`config.mk`:
```
export PLATFORM = sky130hd
export DESIGN_NAME = instr_fetch_flat
export DESIGN_NICKNAME = d
export VERILOG_FILES = /design/src/rtl/instr_fetch_if.sv /design/src/rtl/instr_fetch.sv /design/src/flat_wrapper.sv
export SDC_FILE = /design/constraint.sdc
export NUM_CORES = 1
export LEC_CHECK = 0
export CORE_MARGIN = 3
export CORE_UTILIZATION = 51
export CTS_CLUSTER_SIZE = 16
export DETAILED_ROUTE_END_ITERATION = 10
export GPL_TIMING_DRIVEN = 0
export PLACE_DENSITY = 0.78
export SYNTH_ARGS = -nofsm -noshare
export SYNTH_HDL_FRONTEND = slang
export SYNTH_SLANG_ARGS = --single-unit
```
`constraint.sdc`:
```
create_clock -name clk -period 3.1 [get_ports clk]
set_input_delay 0.465 -clock clk [delete_from_list [all_inputs] [get_ports clk]]
set_output_delay 0.465 -clock clk [all_outputs]
set_load 0.02 [all_outputs]
```
`src/rtl/instr_fetch_if.sv`:
```
// Instruction-side bus between the fetch unit (master) and the code RAM (slave).
// Grant is combinational in the request cycle; rvalid/rdata follow one cycle later.
interface instr_bus;
  logic        req;
  logic [31:0] addr;
  logic        gnt;
  logic        rvalid;
  logic [31:0] rdata;

  modport master (output req, output addr, input gnt, input rvalid, input rdata);
  modport slave  (input req, input addr, output gnt, output rvalid, output rdata);
endinterface

```
`src/rtl/instr_fetch.sv`:
```
// Instruction fetch: issues code-RAM requests under a credit limit and queues
// {pc, instr} pairs for decode; redirects flush the queue and drop in-flight data.
module instr_fetch #(
  parameter int unsigned FIFO_DEPTH = 4,
  parameter logic [31:0] RESET_PC   = 32'h0000_0000
) (
  input  logic        clk,
  input  logic        rst,
  instr_bus.master    ibus,
  input  logic        fetch_en,
  input  logic        redirect_valid,
  input  logic [31:0] redirect_pc,
  output logic        out_valid,
  input  logic        out_ready,
  output logic [31:0] out_instr,
  output logic [31:0] out_pc
);

  localparam int AW = $clog2(FIFO_DEPTH);
  localparam int CW = AW + 1;
  localparam logic [CW:0] DEPTH_C = (CW + 1)'(FIFO_DEPTH);

  typedef logic [AW-1:0] ptr_t;
  typedef logic [CW-1:0] cnt_t;

  // Handshakes: req/addr hold until gnt; a grant returns exactly one rvalid
  // next cycle; decode takes the head when out_valid & out_ready are both high.

  logic [31:0] fetch_pc_q, fetch_pc_d;
  logic [31:0] resp_pc_q, resp_pc_d;
  cnt_t        outst_q, outst_d;
  cnt_t        discard_q, discard_d;
  cnt_t        count_q, count_d;
  ptr_t        rptr_q, rptr_d;
  ptr_t        wptr_q, wptr_d;
  logic [31:0] mem_pc_q    [FIFO_DEPTH];
  logic [31:0] mem_instr_q [FIFO_DEPTH];

  logic        grant;
  logic        resp_live;
  logic        push;
  logic        pop;
  logic [CW:0] credit_used;
  logic [31:0] redirect_aligned;
  logic        unused_pc_bits;

  assign unused_pc_bits   = ^redirect_pc[1:0];
  assign redirect_aligned = {redirect_pc[31:2], 2'b00};
  assign credit_used      = {1'b0, count_q} + {1'b0, outst_q};

  // Request is also held low during reset so nothing is granted that reset would orphan.
  assign ibus.req  = !rst && fetch_en && !redirect_valid && (credit_used < DEPTH_C);
  assign ibus.addr = fetch_pc_q;

  assign out_valid = (count_q != '0) && !redirect_valid;
  assign out_pc    = mem_pc_q[rptr_q];
  assign out_instr = mem_instr_q[rptr_q];

  always_comb begin
    grant     = ibus.req && ibus.gnt;
    // A response with nothing outstanding belongs to a pre-reset request.
    resp_live = ibus.rvalid && (outst_q != '0);
    push      = resp_live && !redirect_valid && (discard_q == '0);
    pop       = out_valid && out_ready;

    fetch_pc_d = fetch_pc_q;
    resp_pc_d  = resp_pc_q;
    discard_d  = discard_q;
    count_d    = count_q;
    rptr_d     = rptr_q;
    wptr_d     = wptr_q;
    outst_d    = outst_q + cnt_t'(grant) - cnt_t'(resp_live);

    if (redirect_valid) begin
      fetch_pc_d = redirect_aligned;
      resp_pc_d  = redirect_aligned;
      discard_d  = outst_q - cnt_t'(resp_live);
      count_d    = '0;
      rptr_d     = '0;
      wptr_d     = '0;
    end else begin
      if (grant) fetch_pc_d = fetch_pc_q + 32'd4;
      if (resp_live && (discard_q != '0)) discard_d = discard_q - cnt_t'(1);
      if (push) begin
        resp_pc_d = resp_pc_q + 32'd4;
        wptr_d    = wptr_q + ptr_t'(1);
      end
      if (pop) rptr_d = rptr_q + ptr_t'(1);
      count_d = count_q + cnt_t'(push) - cnt_t'(pop);
    end
  end

  always_ff @(posedge clk) begin
    if (rst) begin
      fetch_pc_q <= RESET_PC;
      resp_pc_q  <= RESET_PC;
      outst_q    <= '0;
      discard_q  <= '0;
      count_q    <= '0;
      rptr_q     <= '0;
      wptr_q     <= '0;
      for (int i = 0; i < FIFO_DEPTH; i++) begin
        mem_pc_q[i]    <= '0;
        mem_instr_q[i] <= '0;
      end
    end else begin
      fetch_pc_q <= fetch_pc_d;
      resp_pc_q  <= resp_pc_d;
      outst_q    <= outst_d;
      discard_q  <= discard_d;
      count_q    <= count_d;
      rptr_q     <= rptr_d;
      wptr_q     <= wptr_d;
      if (push) begin
        mem_pc_q[wptr_q]    <= resp_pc_q;
        mem_instr_q[wptr_q] <= ibus.rdata;
      end
    end
  end

endmodule

```
`src/flat_wrapper.sv`:
```
// flat-port wrapper written by rule: the top's interface ports become plain ports
module instr_fetch_flat 
#(
  parameter int unsigned FIFO_DEPTH = 4,
  parameter logic [31:0] RESET_PC   = 32'h0000_0000
)
  (clk, rst, fetch_en, redirect_valid, redirect_pc, out_valid, out_ready, out_instr, out_pc, ibus_req, ibus_addr, ibus_gnt, ibus_rvalid, ibus_rdata);
  instr_bus ibus_i ();
  input  logic clk;
  input  logic rst;
  input  logic fetch_en;
  input  logic redirect_valid;
  input  logic [31:0] redirect_pc;
  output logic out_valid;
  input  logic out_ready;
  output logic [31:0] out_instr;
  output logic [31:0] out_pc;
  output wire logic [$bits(ibus_i.req)-1:0] ibus_req;
  output wire logic [$bits(ibus_i.addr)-1:0] ibus_addr;
  input wire logic [$bits(ibus_i.gnt)-1:0] ibus_gnt;
  input wire logic [$bits(ibus_i.rvalid)-1:0] ibus_rvalid;
  input wire logic [$bits(ibus_i.rdata)-1:0] ibus_rdata;
  assign ibus_req = ibus_i.req;
  assign ibus_addr = ibus_i.addr;
  assign ibus_i.gnt = ibus_gnt;
  assign ibus_i.rvalid = ibus_rvalid;
  assign ibus_i.rdata = ibus_rdata;
  instr_fetch #(.FIFO_DEPTH(FIFO_DEPTH), .RESET_PC(RESET_PC)) u_core (.clk(clk), .rst(rst), .ibus(ibus_i), .fetch_en(fetch_en), .redirect_valid(redirect_valid), .redirect_pc(redirect_pc), .out_valid(out_valid), .out_ready(out_ready), .out_instr(out_instr), .out_pc(out_pc));
endmodule
```
---- Yosys cells after proc, flatten, opt, wreduce, memory -nomap -nowiden ----
Memory sizes are Yosys's and may differ from the RTL's. A register that Yosys moved wholly into a read port is not among the register bits.
Cells that the tools add are included.
storage, ports and cells
  bits in writable memories ............... 256
  flip-flop bits (word level) ............. 77
  input port bits ......................... 71
  logic and storage cells ................. 66
  memories ................................ 2
cells by class
  $lt $le $gt $ge ......................... 1
  mux-type cells .......................... 21
  add/subtract/negate cells ............... 11
  reduce and logical (&&, ||, !) cells .... 22
memories
  name                depth  bits a word  rd ports  clocked after memory_dff  write ports  RTL line           source
  u_core.mem_instr_q  4      32           1         1                         4            instr_fetch.sv:37  logic [31:0] mem_instr_q [FIFO_DEPTH];
  u_core.mem_pc_q     4      32           1         1                         4            instr_fetch.sv:36  logic [31:0] mem_pc_q [FIFO_DEPTH];
operators by type and width
  operator               count
  $mux 32                6
  $add 32x3->32 const B  2
  $reduce_or 32->1       2
  $mux 2                 6
  $logic_and 1x1->1      10
  $reduce_bool 3->1      3
  $sub 3x1->3            3
  $mux 1                 7
  $add 3x1->3            2
  $mux 3                 2
  $reduce_bool 2->1      3
  $add 2x1->2 const B    2
  $add 3x3->4            1
  $lt 4x3->1 const B     1
  $logic_not 3->1        1
  $sub 3x1->3 const B    1
  $logic_not 1->1        2
  $reduce_or 2->1        1

---- Longest topological paths before layout ----
Gate-level depths: netlist of the first run.
  depth in word-level cells ............... 9
  depth in mapped cells ................... 11
  mapped depth without buffers ............ 10

---- Worst setup path before layout of the first run ----
OpenSTA, ideal clock, no wires.
  path type ............................... in2reg
  from .................................... input port rst
  to ...................................... memory u_core.mem_instr_q[0][0], enable pin
  data arrival time ....................... 2.517 ns
  data required time ...................... 2.681 ns
  setup slack ............................. 0.165 ns
  setup time .............................. 0.419 ns
  cell stages on the path ................. 4
  buffers on the path ..................... 3
  path through ............................ buf_2 > clkbuf_1 > buf_1 > a21o_1
RTL lines
  what                RTL line            source
  start: declaration  flat_wrapper.sv:10  input logic rst;
  end: declaration    instr_fetch.sv:37

==> results of run 1 <==
what timing repair did:
action                                  in CTS  in global routing
endpoints found under the setup margin      60                  1
resized for setup                           12                  1
pin swaps                                    0                  0
worst register-to-register path, cell delays in order (launching register included):
cell      delay (ns)
dfxtp_1         0.30
clkbuf_1        0.24
nor2_1          0.68
clkbuf_1        0.44
a21o_4          0.79
power groups by stage:
stage	Sequential, uW	Combinational, uW	Clock [uW]
3_3_place_gp	5240	1480	0
2_1_floorplan	5220	862	0
5_1_grt	5190	1650	4140
3_5_place_dp	5240	1520	0
6_report	5160	1520	3910
4_1_cts	5150	1530	3980
synthesized netlist by cell type, drive strengths merged (3+ instances only):
library cell | count | area share [%]
o21ai | 4 | 0.13
ha | 12 | 1.0
and4 | 3 | 0.19
nand3 | 26 | 0.88
and2 | 189 | 8.0
buf | 25 | 0.88
o211ai | 3 | 0.15
nor4 | 9 | 0.68
nor3 | 14 | 0.76
inv | 42 | 1.1
nor4b | 3 | 0.22
nand2 | 29 | 0.75
a21oi | 28 | 0.94
o21a | 3 | 0.15
clkbuf | 53 | 1.3
edfxtp | 248 | 50
and3 | 72 | 3.0
a21boi | 41 | 2.1
xnor2 | 23 | 1.4
a31o | 3 | 0.18
o21bai | 3 | 0.15
dfxtp | 75 | 10
mux4 | 62 | 9.4
nand4 | 36 | 1.7
a211oi | 5 | 0.29
xor2 | 44 | 2.6
nor2 | 30 | 0.81
cell type report:
cell class | count | area [um2]
tap | 378 | 473
clock inverter | 13 | 111
clock buffer | 47 | 955
sequential | 323 | 8950
fill | 2085 | 10100
multi-input combinational | 663 | 5470
timing repair buffer | 163 | 1680
inverter | 42 | 158
buffer | 76 | 344
layer usage:
layer	vias up	global-route usage [%]	share of wire, %
li1	4434	-	-
met1	4734	29.3	41
met2	395	37.5	49
met3	59	4.35	7.3
met4	0	5.56	2.0
met5	-	0	0
kinds of logic after synthesis:
family                     count (synthesis)  share of synthesized area (%)
AOI/OAI and AO/OA                         99                           4.54
xor gates and xnor gates                  67                           3.95
adders and majority gates                 14                           1.28
buffers and inverters                    120                           3.29
DFF                                      323                           60.2
muxes                                     63                           9.47
other                                      1                         0.0252
and+or+nand+nor                          416                           17.2
per-stage QoR:
stage	TNS, ns	area [um2]	util (%)
6_report	0	18100	64.2
5_1_grt	0	18100	64.2
4_1_cts	0	18100	64.2
3_5_place_dp	-14.18	17000	60.4
3_3_place_gp	-240.04	16900	60.0
2_1_floorplan	0	14900	-
placed cells by master, fill, tap and decap left out, types with 12 or more instances in the layout:
cell,count
a21boi_0,39
a21oi_1,28
and2_1,186
and3_1,71
buf_2,13
clkbuf_1,51
clkbuf_16,35
clkdlybuf4s50_1,160
dfxtp_1,74
edfxtp_1,248
ha_1,12
inv_1,42
mux4_2,62
nand2_1,28
nand3_1,26
nand4_1,34
nor2_1,29
xnor2_1,23
xor2_1,44
state kept, by name, summed over array words and instances (netlist names), named ones only:
signal              count
u_core.mem_instr_q    128
u_core.mem_pc_q       120
u_core.ibus.addr       30
u_core.resp_pc_q       30
u_core.count_q          3
u_core.discard_q        3
u_core.outst_q          3
u_core.rptr_q           2
u_core.wptr_q           2
worst max path at each step:
stage | startpoint | end | slack [ns] | cells after the start
floorplan | rst | u_core.mem_instr_q[0][0]$_SDFFCE_PN0P_ | 0.16 | 4
global placement | ibus_rvalid | u_core.mem_instr_q[0][5]$_SDFFCE_PN0P_ | -1.50 | 5
detailed placement | ibus_rvalid | u_core.mem_instr_q[1][28]$_SDFFCE_PN0P_ | -0.16 | 6
CTS | u_core.outst_q[2]$_SDFF_PP0_ | ibus_req | 0.07 | 4
global route | flop | out_instr[12] | 0.004 | 3
finish | flop | out_instr[16] | 0.12 | 3
==> impl_results.md, run 1 <==
- Crit end category: output pin
- Main synth FF type: edfxtp_1
- Final Max Slew Viols: 0
- Post-Synthesis Cell Area: 0.0149 mm2
- TritonCTS buffer count: 34
- Gate Count Post-Synth: 1,103
- Yosys cell types: 57
- Post-route ant nets: 0
- Fin crit period: 2.98 ns
- Reg power frac: 48.7%
- Avg Vias per Cell: 5.64
- Largest net degree at the start of global routing: 63
- Register-to-register setup slack: 0.27 ns
- Setup WS pre-CTS: -0.164 ns
- Max incr delay on CP: 0.57 ns
- Number of port buffers: 160
- DRT Wirelength: 34,300 um
- FFs w/ async S/R, synth: 0%
- EDFF count, synth: 248
- Worst skew pair latency: 0.51 ns
- DR pass1 iterations: 5
- Hold buffer count at CTS: 0
- Yosys reg bits: 323
- Layout cells sized above 1: 12.8%
- DR DRC count: 0
- Area Overhead vs Synth: 22.1%
- Routed len/inst: 20.1 um
- Antenna violations before repair: 0
- Worst Hold Endpoint: u_core.discard_q[1]$_SDFFE_PP0P_
- Routability cong.: 0.896
- CP Data Arrival Time: 2.52 ns
- FP Rows: 61
- Register area share after synthesis: 60.2%
- Final setup viols: 0
- Nets: 1,388
- CTS tree: built
- Die ar.: 0.0312 mm2
- Core Region: 0.0282 mm2
- Die H: 177 um
- Pwr per Cell Area: 584 mW/mm2
- # clock sinks: 323
- Depth of the worst register-to-register path: 4
- Post-CTS Setup Inserts: 0
- Crit path kind: flop to output pin
- Int Pwr: 7970 uW
- Root buffer cell: clkbuf_16
- Hold Crit Class: primary input to flop
- Worst path bufs/invs: 2
- Max VDD drop: 324 uV
- Worst-path fanout max: 10
- GR Util All Layers: 22.0%
- Status: finished, final reports clean
- Rel. slew slack: 40.3%
- Worst-margin pin slew: 0.896 ns
- Cells along the critical path: buf_2 > mux4_2 > clkdlybuf4s50_1
- Synth Warn #: 0
- Die Wd: 177 um
- CP required: 2.63 ns
- Clock slew at reported path FFs: 0.06 ns
- Setup ws final: 0.117 ns
- Vias in the first global route: 9,725
- Clk network pwr share: 36.9%
- RSZ-0062 raised after global routing: false
- Antenna fix cells: 0
- Fin. Hold Viols: 0
- CTS HTree Levels: 2
- First-pass GRT wire length: 53,400 um
- Final Hold Slack: 0.492 ns
- Non-filler cells, final: 1,705
- Grt ovf: 0
- DRT iter0 DRCs: 957
- Combinational share of power: 14.4%
- Fmax: 335 MHz
- CP max stage cell: mux4_2
- Power Total: 10,600 uW
- Max-cap violations: 0
- I/O pin count: 169
- Max clock buf depth: 3
- Syn avg cell area: 13.5 um2
- Hold depth: 4
- DP HPWL: 23,100 um
- Delay-heaviest family, CP: buffers and inverters
- Leakage: 0.00676 uW
- Hold_sp: rst
- Initial Utilization: 52.6%
- Final period util: 96.2%
- DP Cell Count: 1,647
- Worst reg2reg path endpoint: u_core.mem_pc_q[0][5]$_SDFFCE_PN0P_
- Skew final: 0.0152 ns
- Reg-to-Reg Start: u_core.wptr_q[0]$_SDFFE_PP0P_
- Crit path launch type: flop
- Net Sw Power: 2620 uW
- Via count: 9,622
- Switch share: 24.7%
Power figures use the tool's default switching activity.
==> run 2, diff against run 1 <==
Settings changed: CAP_MARGIN from default to 15.
==> results of run 2 <==
The final DEF is identical to that of run 1; final timing and power are the same.
==> run 3, diff against run 2 <==
Settings changed: CAP_MARGIN 15 to default, HOLD_SLACK_MARGIN from default to 0.02.
==> results of run 3 <==
The final DEF is identical to that of run 1; final timing and power are the same.
